$ cat src/rtl/instruction_fetch_controller.sv
// instruction_fetch_controller: owns the PC, sequences the ROM, buffers two fetches for decode.
// Define FETCH_PERF_COUNTERS_EN to add the fetch_count / stall_count outputs.
module instruction_fetch_controller #(
  parameter int unsigned           DATA_WIDTH   = 32,
  parameter int unsigned           MEMORY_DEPTH = 32,
  parameter logic [DATA_WIDTH-1:0] PC_BASE      = 32'h00400000
) (
  input  logic                  clk,
  input  logic                  reset,
  input  logic                  start,
  output logic [DATA_WIDTH-1:0] imem_addr,
  input  logic [DATA_WIDTH-1:0] imem_instr,
  output logic                  out_valid,
  input  logic                  out_ready,
  output logic [DATA_WIDTH-1:0] out_instr,
  output logic [DATA_WIDTH-1:0] out_pc,
  input  logic                  redirect_valid,
  input  logic [DATA_WIDTH-1:0] redirect_pc,
  output logic                  fault,
  output logic [DATA_WIDTH-1:0] fault_pc
`ifdef FETCH_PERF_COUNTERS_EN
  ,
  output logic [31:0]           fetch_count,
  output logic [31:0]           stall_count
`endif
);

  localparam logic [DATA_WIDTH-1:0] PC_STEP =
    DATA_WIDTH'(4);
  localparam logic [DATA_WIDTH-1:0] PC_LAST =
    PC_BASE + DATA_WIDTH'(4 * MEMORY_DEPTH - 4);

  typedef enum logic [1:0] {
    S_IDLE,
    S_RUN,
    S_FAULT
  } state_t;

  typedef struct packed {
    logic [DATA_WIDTH-1:0] instr;
    logic [DATA_WIDTH-1:0] pc;
  } fb_entry_t;

  state_t                state;
  logic [DATA_WIDTH-1:0] pc;
  logic [DATA_WIDTH-1:0] fpc;
  logic [1:0]            count;
  fb_entry_t             head;
  fb_entry_t             tail;
  fb_entry_t             fresh;

  logic running;
  logic legal;
  logic room;
  logic pop;
  logic flush;
  logic fetch;
  logic trap;
  logic push_pop;
  logic push_only;
  logic pop_only;

  assign running = (state == S_RUN);

  assign legal = (pc[1:0] == 2'b00)
               && (pc >= PC_BASE)
               && (pc <= PC_LAST);

  assign room  = (count < 2'd2);
  assign pop   = out_valid & out_ready;
  assign flush = redirect_valid
               & (state != S_IDLE);

  assign fetch = running & legal
               & (room | pop)
               & ~redirect_valid;

  // an illegal PC only faults once there is a slot it could have filled
  assign trap  = running & ~legal
               & room
               & ~redirect_valid;

  assign push_pop  = fetch & pop;
  assign push_only = fetch & ~pop;
  assign pop_only  = pop & ~fetch & ~flush;

  assign fresh.instr = imem_instr;
  assign fresh.pc    = pc;

  assign imem_addr = pc - PC_BASE;
  assign out_valid = (count != 2'd0);
  assign out_instr = head.instr;
  assign out_pc    = head.pc;
  assign fault     = (state == S_FAULT);
  assign fault_pc  = fpc;

  // control FSM: state, PC and captured fault address
  always_ff @(posedge clk or negedge reset) begin
    if (!reset) begin
      state <= S_IDLE;
      pc    <= PC_BASE;
      fpc   <= '0;
    end else begin
      unique case (1'b1)
        (state == S_IDLE): begin
          if (start) state <= S_RUN;
        end
        flush: begin
          state <= S_RUN;
          pc    <= redirect_pc;
        end
        fetch: begin
          pc <= pc + PC_STEP;
        end
        trap: begin
          state <= S_FAULT;
          fpc   <= pc;
        end
        default: ;
      endcase
    end
  end

  // two-entry fetch buffer; head feeds decode directly
  always_ff @(posedge clk or negedge reset) begin
    if (!reset) begin
      count <= 2'd0;
      head  <= '0;
      tail  <= '0;
    end else begin
      unique case (1'b1)
        flush: begin
          count <= 2'd0;
        end
        push_pop: begin
          if (count == 2'd2) begin
            head <= tail;
            tail <= fresh;
          end else begin
            head <= fresh;
          end
        end
        push_only: begin
          if (count == 2'd0) head <= fresh;
          else tail <= fresh;
          count <= count + 2'd1;
        end
        pop_only: begin
          head  <= tail;
          count <= count - 2'd1;
        end
        default: ;
      endcase
    end
  end

`ifdef FETCH_PERF_COUNTERS_EN
  logic stall;

  assign stall = running
               & (count == 2'd2)
               & ~pop;

  // saturating push and back-pressure counters
  always_ff @(posedge clk or negedge reset) begin
    if (!reset) begin
      fetch_count <= '0;
      stall_count <= '0;
    end else begin
      if (fetch && fetch_count != '1)
        fetch_count <= fetch_count + 32'd1;
      if (stall && stall_count != '1)
        stall_count <= stall_count + 32'd1;
    end
  end
`endif

endmodule

$ cat config.mk
export PLATFORM = sky130hd
export DESIGN_NAME = instruction_fetch_controller
export DESIGN_NICKNAME = d
export VERILOG_FILES = /design/src/rtl/instruction_fetch_controller.sv
export SDC_FILE = /design/constraint.sdc
export NUM_CORES = 1
export LEC_CHECK = 0
export BUFFER_PORTS_ARGS = -buffer_cell sky130_fd_sc_hd__buf_2
export CAP_MARGIN = 15
export CORE_ASPECT_RATIO = 2
export CORE_UTILIZATION = 61
export CTS_BUF_LIST = sky130_fd_sc_hd__clkbuf_8
export DETAILED_ROUTE_END_ITERATION = 8
export HOLD_SLACK_MARGIN = 0.06
export PLACE_DENSITY = 0.9
export SYNTH_ARGS = -nofsm -noshare
export SYNTH_HDL_FRONTEND = slang
export SYNTH_SLANG_ARGS = --single-unit
$ cat constraint.sdc
create_clock -name clk -period 5.89 [get_ports clk]
set_input_delay 0.8835 -clock clk [delete_from_list [all_inputs] [get_ports clk]]
set_output_delay 0.8835 -clock clk [all_outputs]
set_load 0.02 [all_outputs]
==> impl_metrics.json <==
{
  "syn_nets": 941,
  "synth.avg_cell_area_um2": 10.61,
  "max_cap_viol_count": 0,
  "wire_per_inst_um": 19.97,
  "fillCellCount": 1132,
  "grt_overflow": 0,
  "place_hpwl_mm": 16.27,
  "syn_inst": 867,
  "yosys.cell_count.top_type": "dfrtp_1",
  "yosysSeqAreaShare_pct": 53.33,
  "outcome": "completed",
  "syn2layout_area_growth_pct": 14.49,
  "drive_above_1_share_pct": 32.78,
  "endpoint_kind": "flip-flop",
  "synth_flop_cell": "dfrtp_1",
  "grtUsageMet2_pct": 54.20,
  "post_cts_resize_count": 0,
  "core_area_um2": 14740,
  "multi_input_comb_area_um2": 3817,
  "ir_worst_vdd_uv": 284.7,
  "cts_setup_buffers": 0,
  "path_class": "flip-flop to flip-flop",
  "die_h_um": 175.7,
  "synth_warnings": 0,
  "hold_class": "input pin to async pin",
  "grt-busiest-layer": "met2",
  "worstMarginPinSlew_ps": 1107,
  "grt_usage_pct": 31.91,
  "final_nets": 1077,
  "whs_ps": 400.3,
  "initial_core_util_pct": 62.41,
  "timing.rr.start": "pc[23]",
  "ys_top_cells_by_area": "dfrtp_1, mux2_2, o21ai_0",
  "finalHoldViolations": 0,
  "setup_violations": 0,
  "drt_iter0_drc": 651,
  "ys_ff_latch": 196,
  "first_global_vias": 7401,
  "start_kind": "flip-flop",
  "yosysTopAreaCell": "dfrtp_1",
  "fin_util_pct": 71.45,
  "rrSetupSlack_ps": 1760,
  "num_rows": 63,
  "relSlewSlack_pct": 26.18,
  "grt_pass1_wl_mm": 37.54,
  "synth_cell_types": 60,
  "place_congestion": 0.9114,
  "remaining_drc_errors": 0,
  "routed_via_density": 6.279,
  "clk_transition_reported_paths_ps": 110,
  "synthTopCellsByCount": "dfrtp_1, o21ai_0, mux2_2",
  "maxSlewViolCount": 0,
  "worst-r2r-cell-count": 9,
  "synth-edff-count": 0,
  "netlist.area_leader.share_pct": 53.05,
  "fmax_mhz": 242.3,
  "numCtsBuffers": 17,
  "dieArea_um2": 15610,
  "tns_ps": 0,
  "skew_ps": 14.38,
  "crit_path_max_fanout": 67,
  "drtPass1Iterations": 5,
  "rsz0062_at_grt": "false",
  "synth_area_um2": 9199,
  "regToRegEndpoint": "out_pc[15]",
  "seqCellArea_um2": 4906,
  "antenna_found_initial": 1,
  "cts_tree": "yes",
  "grt_max_degree": 110,
  "insertion_delay_ps": 470,
  "ios": 199,
  "cts.sinks": 196,
  "met3_usage_pct": 4.605,
  "grtUsageMet1_pct": 37.21,
  "p_leak_uw": 0.005160,
  "period_share_pct": 70.06,
  "cts_buffer_depth": 2,
  "async_reset_ff_share_pct": 100.0,
  "powerDensity_nw_per_um2": 396.3,
  "postCtsHoldBufs": 0,
  "htreeDepth": 4,
  "critPathArrivalTime_ps": 4510,
  "required_ps": 6270,
  "antenna_left": 0,
  "min_period_ps": 4127,
  "port_buffers": 198,
  "totalWireLength_mm": 24.20,
  "routed-via-count": 7610,
  "die_w_um": 88.84,
  "cts_root_buffer": "clkbuf_8"
}
==> per-stage QoR <==
| step | area (um^2) | power [uW] | instances | worst slack, ps |
|---|---|---|---|---|
| 6_report | 10530 | 4174 | 1212 | 1763 |
| 2_1_floorplan | 9199 | 2772 | 867 | 3073 |
| 4_1_cts | 10530 | 4185 | 1211 | 1786 |
| 5_1_grt | 10530 | 4366 | 1212 | 1522 |
| 3_5_place_dp | 10090 | 3254 | 1179 | 1816 |
| 3_3_place_gp | 10090 | 3198 | 1179 | 1931 |
==> cells by family (layout without fill, tap and decap cells) <==
group           Yosys count  after routing  synth area share (%)
fa+ha+maj                 5              5                0.6801
other cells               0              1                     0
compound gates          242            242                 15.61
buf+inv                 104            253                 5.754
xor+xnor                  8              8                0.7616
simple gates            232            232                 14.11
mux                      80             80                 9.752
flops                   196            196                 53.33
==> per-layer routing <==
| layer | part of all wire (%) | routed length, um | up-vias |
|---|---|---|---|
| met2 | 53 | 12840 | 386 |
| met1 | 35 | 8495 | 3744 |
| li1 | - | - | 3398 |
| met5 | 0 | 0 | - |
| met3 | 6.0 | 1452 | 82 |
| met4 | 5.9 | 1419 | 0 |
==> power breakdown <==
| part | internal, uW | switching [uW] |
|---|---|---|
| registers | 1600 | 300 |
| logic | 485 | 854 |
| clock network | 414 | 521 |
==> area by class of cell <==
cell class / instances / share of cell area [%]
Timing Repair Buffer: 208 / 10.21
Tap cell: 195 / 2.317
Clock buffer: 18 / 2.352
Antenna cell: 1 / 0.02376
Multi-Input combinational cell: 567 / 36.25
Sequential cell: 196 / 46.58
Inverter: 13 / 0.4633
Clock inverter: 14 / 1.806
==> worst max path at each step <==
| stage | cells after the start | from | endpoint |
|---|---|---|---|
| global placement | 8 | pc[22] | out_instr[30] |
| CTS | 9 | pc[23] | out_pc[15] |
| floorplan | 10 | pc[22] | out_instr[0] |
| finish | 9 | pc[23] | out_pc[15] |
| global route | 9 | pc[23] | out_instr[30] |
| detailed placement | 7 | redirect_valid | out_instr[26] |
==> registers in the layout, summed over array words and instances, names as in the netlist <==
name and count:
tail 64, fault_pc 32, out_instr 32, out_pc 32
pc 32, count 2, state 2
==> worst max-delay path, stage by stage (launching register included) <==
cell and delay, ps:
dfrtp_1 480, inv_1 160, ha_1 210, nor4b_1 260
nand4_1 160, a221o_1 630, or4b_2 750, buf_4 360
and2_2 680, a31oi_1 300
==> cell usage in the layout (no fill, tap or decap), types with 12 or more instances in the layout <==
cell        n
a21oi_1    63
a31oi_1    55
and2_1     13
buf_2     197
clkbuf_8   19
dfrtp_1   195
inv_1      13
mux2_2     74
nand2_1    66
nand3_1    20
nand3b_1   45
nor2_1     24
nor3_1     12
o21ai_0    76
or3_1      14
(Power assumes the default switching activity.)
